File: src/rtl/gen_synchronizer.sv
// Generation synchronizer: paces logic-engine generations against rendered frames
// and hands the write buffer to the display once every engine and the renderer are done.
module gen_synchronizer #(
   parameter int NUM_ENGINES = 4,
   parameter int DIV_WIDTH   = 4
) (
   input  logic                   clk_in,
   input  logic                   rst_in,
   input  logic [NUM_ENGINES-1:0] logic_done_in,
   input  logic                   render_done_in,
   input  logic                   buf_ready_in,
   input  logic [1:0]             mode_in,
   input  logic                   step_in,
   input  logic [DIV_WIDTH-1:0]   frame_div_in,
   output logic                   logic_start_out,
   output logic                   buf_swap_out,
   output logic                   busy_out,
   output logic [15:0]            gen_count_out
);

   typedef enum logic [2:0] {
      IDLE,
      WAIT_BUF,
      COMPUTE,
      WAIT_RENDER,
      SWAP
   } state_t;

   state_t                 state_q;
   logic [NUM_ENGINES-1:0] doneMask_q;
   logic [NUM_ENGINES-1:0] doneMerged;
   logic [DIV_WIDTH-1:0]   frameCnt_q;
   logic [DIV_WIDTH-1:0]   frameCnt_d;
   logic [DIV_WIDTH-1:0]   divEff;
   logic                   stepPending_q;
   logic                   stepPending_d;
   logic                   startReq;
   logic                   allDone;
   logic                   logicStart_q;
   logic                   bufSwap_q;
   logic                   busy_q;
   logic [15:0]            genCount_q;

   // Start decision looks only at the registered frame count, so a render pulse
   // arriving in the same cycle only takes effect on the following decision.
   always_comb begin
      divEff = (frame_div_in == '0) ? DIV_WIDTH'(1) : frame_div_in;

      frameCnt_d = frameCnt_q;
      if (state_q == SWAP)
         frameCnt_d = '0;
      else if (render_done_in && (frameCnt_q != '1))
         frameCnt_d = frameCnt_q + 1'b1;

      stepPending_d = (mode_in == 2'b10) && (step_in || (stepPending_q && !logicStart_q));

      startReq = ((mode_in == 2'b01) && (frameCnt_q >= divEff)) ||
                 ((mode_in == 2'b10) && stepPending_q);

      doneMerged = doneMask_q | logic_done_in;
      allDone    = &doneMerged;
   end

   always_ff @(posedge clk_in or posedge rst_in) begin
      if (rst_in) begin
         state_q       <= IDLE;
         doneMask_q    <= '0;
         frameCnt_q    <= '0;
         stepPending_q <= 1'b0;
         logicStart_q  <= 1'b0;
         bufSwap_q     <= 1'b0;
         busy_q        <= 1'b0;
         genCount_q    <= 16'd0;
      end else begin
         frameCnt_q    <= frameCnt_d;
         stepPending_q <= stepPending_d;
         logicStart_q  <= 1'b0;
         bufSwap_q     <= 1'b0;
         case (state_q)
            IDLE: begin
               if (startReq) begin
                  state_q <= WAIT_BUF;
                  busy_q  <= 1'b1;
               end
            end
            WAIT_BUF: begin
               if (buf_ready_in) begin
                  state_q      <= COMPUTE;
                  doneMask_q   <= '0;
                  logicStart_q <= 1'b1;
               end
            end
            COMPUTE: begin
               if (allDone) begin
                  if (render_done_in) begin
                     state_q    <= SWAP;
                     bufSwap_q  <= 1'b1;
                     genCount_q <= genCount_q + 16'd1;
                  end else begin
                     state_q <= WAIT_RENDER;
                  end
               end else begin
                  doneMask_q <= doneMerged;
               end
            end
            WAIT_RENDER: begin
               if (render_done_in) begin
                  state_q    <= SWAP;
                  bufSwap_q  <= 1'b1;
                  genCount_q <= genCount_q + 16'd1;
               end
            end
            SWAP: begin
               state_q <= IDLE;
               busy_q  <= 1'b0;
            end
            default: begin
               state_q <= IDLE;
               busy_q  <= 1'b0;
            end
         endcase
      end
   end

   assign logic_start_out = logicStart_q;
   assign buf_swap_out    = bufSwap_q;
   assign busy_out        = busy_q;
   assign gen_count_out   = genCount_q;

endmodule
File: config.mk
export PLATFORM = sky130hd
export DESIGN_NAME = gen_synchronizer
export DESIGN_NICKNAME = d
export VERILOG_FILES = /design/src/rtl/gen_synchronizer.sv
export SDC_FILE = /design/constraint.sdc
export NUM_CORES = 1
export LEC_CHECK = 0
export CORE_ASPECT_RATIO = 1.1
export CORE_UTILIZATION = 50
export DETAILED_ROUTE_END_ITERATION = 7
export GPL_TIMING_DRIVEN = 0
export PLACE_DENSITY = 0.85
export SLEW_MARGIN = 20
export SYNTH_ARGS = -nofsm -noshare
export SYNTH_HDL_FRONTEND = slang
export SYNTH_SLANG_ARGS = --single-unit
File: constraint.sdc
create_clock -name clk_in -period 1.8 [get_ports clk_in]
set_input_delay 0.54 -clock clk_in [delete_from_list [all_inputs] [get_ports clk_in]]
set_output_delay 0.54 -clock clk_in [all_outputs]
set_load 0.005 [all_outputs]
==> results.sh <==
export IMPL_status="finished clean"
export IMPL_syn_num_nets=169
export IMPL_finalWorstSetupSlack_ns=0.03425
export IMPL_cp_top_family="buffers and inverters"
export IMPL_fmax_mhz=566.3
export IMPL_dr_first_iter_drc_count=23
export IMPL_relSlewSlack=0.5636
export IMPL_chipWidth_um=55.31
export IMPL_cp_slowest_cell="clkdlybuf4s50_1"
export IMPL_via_count=1322
export IMPL_finalSetupViolations=0
export IMPL_finalCritPeriodShare=0.9810
export IMPL_synth_common_cells="dfrtp_1 (31), nand2_1 (13), nor2_1 (13)"
export IMPL_drc_errors=0
export IMPL_grt_usage=0.2307
export IMPL_worstPathRequired_ns=1.26
export IMPL_crit_buf_inv=1
export IMPL_period_needed_ns=1.766
export IMPL_vias_per_cell=5.463
export IMPL_synthArstFlopShare=1.000
export IMPL_cts_clk_slew_worst_paths_ns=0.09
export IMPL_hold_viol=0
export IMPL_seqPwrFrac=0.408
export IMPL_p_switching_mw=0.9932
export IMPL_hold_path_class="reg2reg"
export IMPL_crit_chain="clkdlybuf4s50_1"
export IMPL_routed_wirelength_mm=3.568
export IMPL_slowest_delay_ns=0.51
export IMPL_ioPinCount=34
export IMPL_critPathArrivalTime_ns=1.23
export IMPL_synth_most_common_cell="dfrtp_1"
export IMPL_overflow=0
export IMPL_core_region_area_sq_um=2878
export IMPL_cts_root_buf="clkbuf_4"
export IMPL_ys_seq_elements=31
export IMPL_power_internal_mw=1.648
export IMPL_maxSlewViolCount=0
export IMPL_syn_to_final_growth_pct=40.59
export IMPL_p_leak_nw=1.077
export IMPL_antennaDiodeCount=0
export IMPL_synth_edf_count=0
export IMPL_drv_cap=0
export IMPL_p_per_area_nw_per_um2=1202
export IMPL_cts_tree="built"
export IMPL_postRouteAntennaNets=0
export IMPL_ir_worst_vdd_v=0.001023
export IMPL_cp_end_kind="output port"
export IMPL_dp_final_hpwl_mm=2.345
export IMPL_yosysSeqAreaShare=0.4964
export IMPL_synth_flop_cell="dfrtp_1"
export IMPL_p_comb_frac=0.451
export IMPL_grt_pass1_vias=1267
export IMPL_worstMarginPinSlew_ns=0.6536
export IMPL_cts_sinks=31
export IMPL_synth_cell_types=38
export IMPL_syn_avg_cell_area_sq_um=10.56
export IMPL_synthesis_area_sq_um=1563
export IMPL_synth_top_cell_area_share=0.4964
export IMPL_synth_top_cells_by_area="dfrtp_1 (50%), xor2_1 (5.6%), ha_1 (4.8%)"
export IMPL_detail_route_wl_per_cell_um=14.74
export IMPL_fin_skew_ns=0.007779
export IMPL_yosys_area_top_type="dfrtp_1"
export IMPL_path_class="reg2out"
export IMPL_p_sw_frac=0.3760
export IMPL_power_frac_clock=0.140
export IMPL_insertion_delay_ns=0.34
export IMPL_port_buffers=33
export IMPL_clk_path_buf_depth=2
export IMPL_grt_pass1_wl_mm=5.816
export IMPL_yosys_warnings=0
export IMPL_cp_start_kind="register"
export IMPL_grt_max_degree=32
export IMPL_die_y_um=60.64
export IMPL_initial_core_util=0.5430
export IMPL_total_power_mw=2.641
export IMPL_drt_pass1_iter_count=4
export IMPL_dieArea_sq_um=3353
export IMPL_place_congestion=0.7829
export IMPL_place_ws_ns=-0.6403
export IMPL_drive_gt1_frac=0.2632
export IMPL_worst_path_max_fanout=2
export IMPL_fin_setup_tns_ns=0
export IMPL_netlist_instances=148
export IMPL_numCtsBuffers=5
export IMPL_antenna_found_initial=0
export IMPL_h_tree_depth=2
export IMPL_rows=20
export IMPL_fin_nets=231
-- per-stage QoR --
| step | hold slack [ns] | utilization | instance area (sq um) | cells |
|---|---|---|---|---|
| floorplan | 0.4628 | - | 1563 | 148 |
| global placement | 0.4604 | 0.6722 | 1934 | 214 |
| detailed placement | 0.4704 | 0.6722 | 1934 | 214 |
| CTS | 0.4866 | 0.7426 | 2137 | 237 |
| global route | 0.4965 | 0.7635 | 2197 | 242 |
| finish | 0.4863 | 0.7635 | 2197 | 242 |
-- cell families (layout without fill, tap and decap cells) --
group                      after synthesis  count (layout)  share of synthesized area
xor gates and xnor gates                17              17                    0.09527
muxes                                    2               2                    0.01361
buffers and inverters                   14              75                    0.03843
adders and majority gates                6               6                    0.04804
and+or+nand+nor                         60              60                     0.2290
AOI/OAI and AO/OA                       18              18                    0.07926
DFF                                     31              31                     0.4964
-- registers in the layout, indices dropped and copies added, names as in the netlist --
register / count
stepPending_q: 1
doneMask_q: 4
logic_start_out: 1
gen_count_out: 16
frameCnt_q: 4
busy_out: 1
buf_swap_out: 1
state_q: 3
-- cell type report --
type                            instances  area [sq um]
Inverter                               12         47.55
Multi-Input combinational cell        103         783.3
Clock buffer                            6         41.29
Tap cell                               33         41.29
Buffer                                  2         15.01
Fill cell                             209         680.7
Timing Repair Buffer                   55         493.0
Sequential cell                        31         775.7
-- routing by layer --
| layer | share of wire | GRT usage | vias to the layer above |
|---|---|---|---|
| li1 | - | - | 630 |
| met1 | 0.42 | 0.2735 | 643 |
| met2 | 0.52 | 0.4114 | 44 |
| met3 | 0.050 | 0.06823 | 5 |
| met4 | 0.010 | 0.07500 | 0 |
| met5 | 0 | 0 | - |
-- power groups by stage --
stage | Clock (mW) | Sequential [mW] | Combinational, mW
4_1_cts | 0.365 | 1.07 | 1.14
3_3_place_gp | 0 | 1.09 | 0.848
5_1_grt | 0.411 | 1.11 | 1.31
6_report | 0.371 | 1.08 | 1.19
2_1_floorplan | 0 | 1.07 | 0.590
3_5_place_dp | 0 | 1.11 | 0.905
-- repair_timing --
action | in CTS | in global routing
hold buffers | 0 | 0
setup buffers | 17 | 5
gates cloned | 0 | 0
endpoints found under the setup margin | 19 | 9
pin swaps | 9 | 1
resized for setup | 30 | 7
-- worst paths after layout --
check                                  startpoint                 to  slack (ns)  cells past startpoint
worst min-delay path            gen_count_out[15]  gen_count_out[15]        0.49                      1
worst min register to register  gen_count_out[15]  gen_count_out[15]        0.49                      1
max in group asynchronous                  rst_in      doneMask_q[1]        0.77                      2
worst max-delay path            gen_count_out[15]  gen_count_out[15]        0.03                      1
worst max register to register         state_q[1]   gen_count_out[1]        0.08                      5
min in group asynchronous                  rst_in   gen_count_out[8]        0.60                      2
-- cell usage in the layout (no fill, tap or decap), types with 2 or more instances in the layout --
cell type	count
dfrtp_1	31
buf_4	23
clkdlybuf4s50_1	18
nand2_1	13
nor2_1	13
xor2_1	10
inv_1	7
xnor2_1	7
nand4_1	6
a21oi_1	6
dlymetal6s2s_1	6
nand3_1	5
ha_1	5
clkbuf_4	5
dlygate4sd2_1	5
inv_2	4
nor3_1	3
buf_2	3
nor2b_1	2
o22ai_2	2
nand2_2	2
nor4_4	2
nor3_2	2
nor3b_1	2
a31oi_1	2
(Power assumes the default switching activity.)
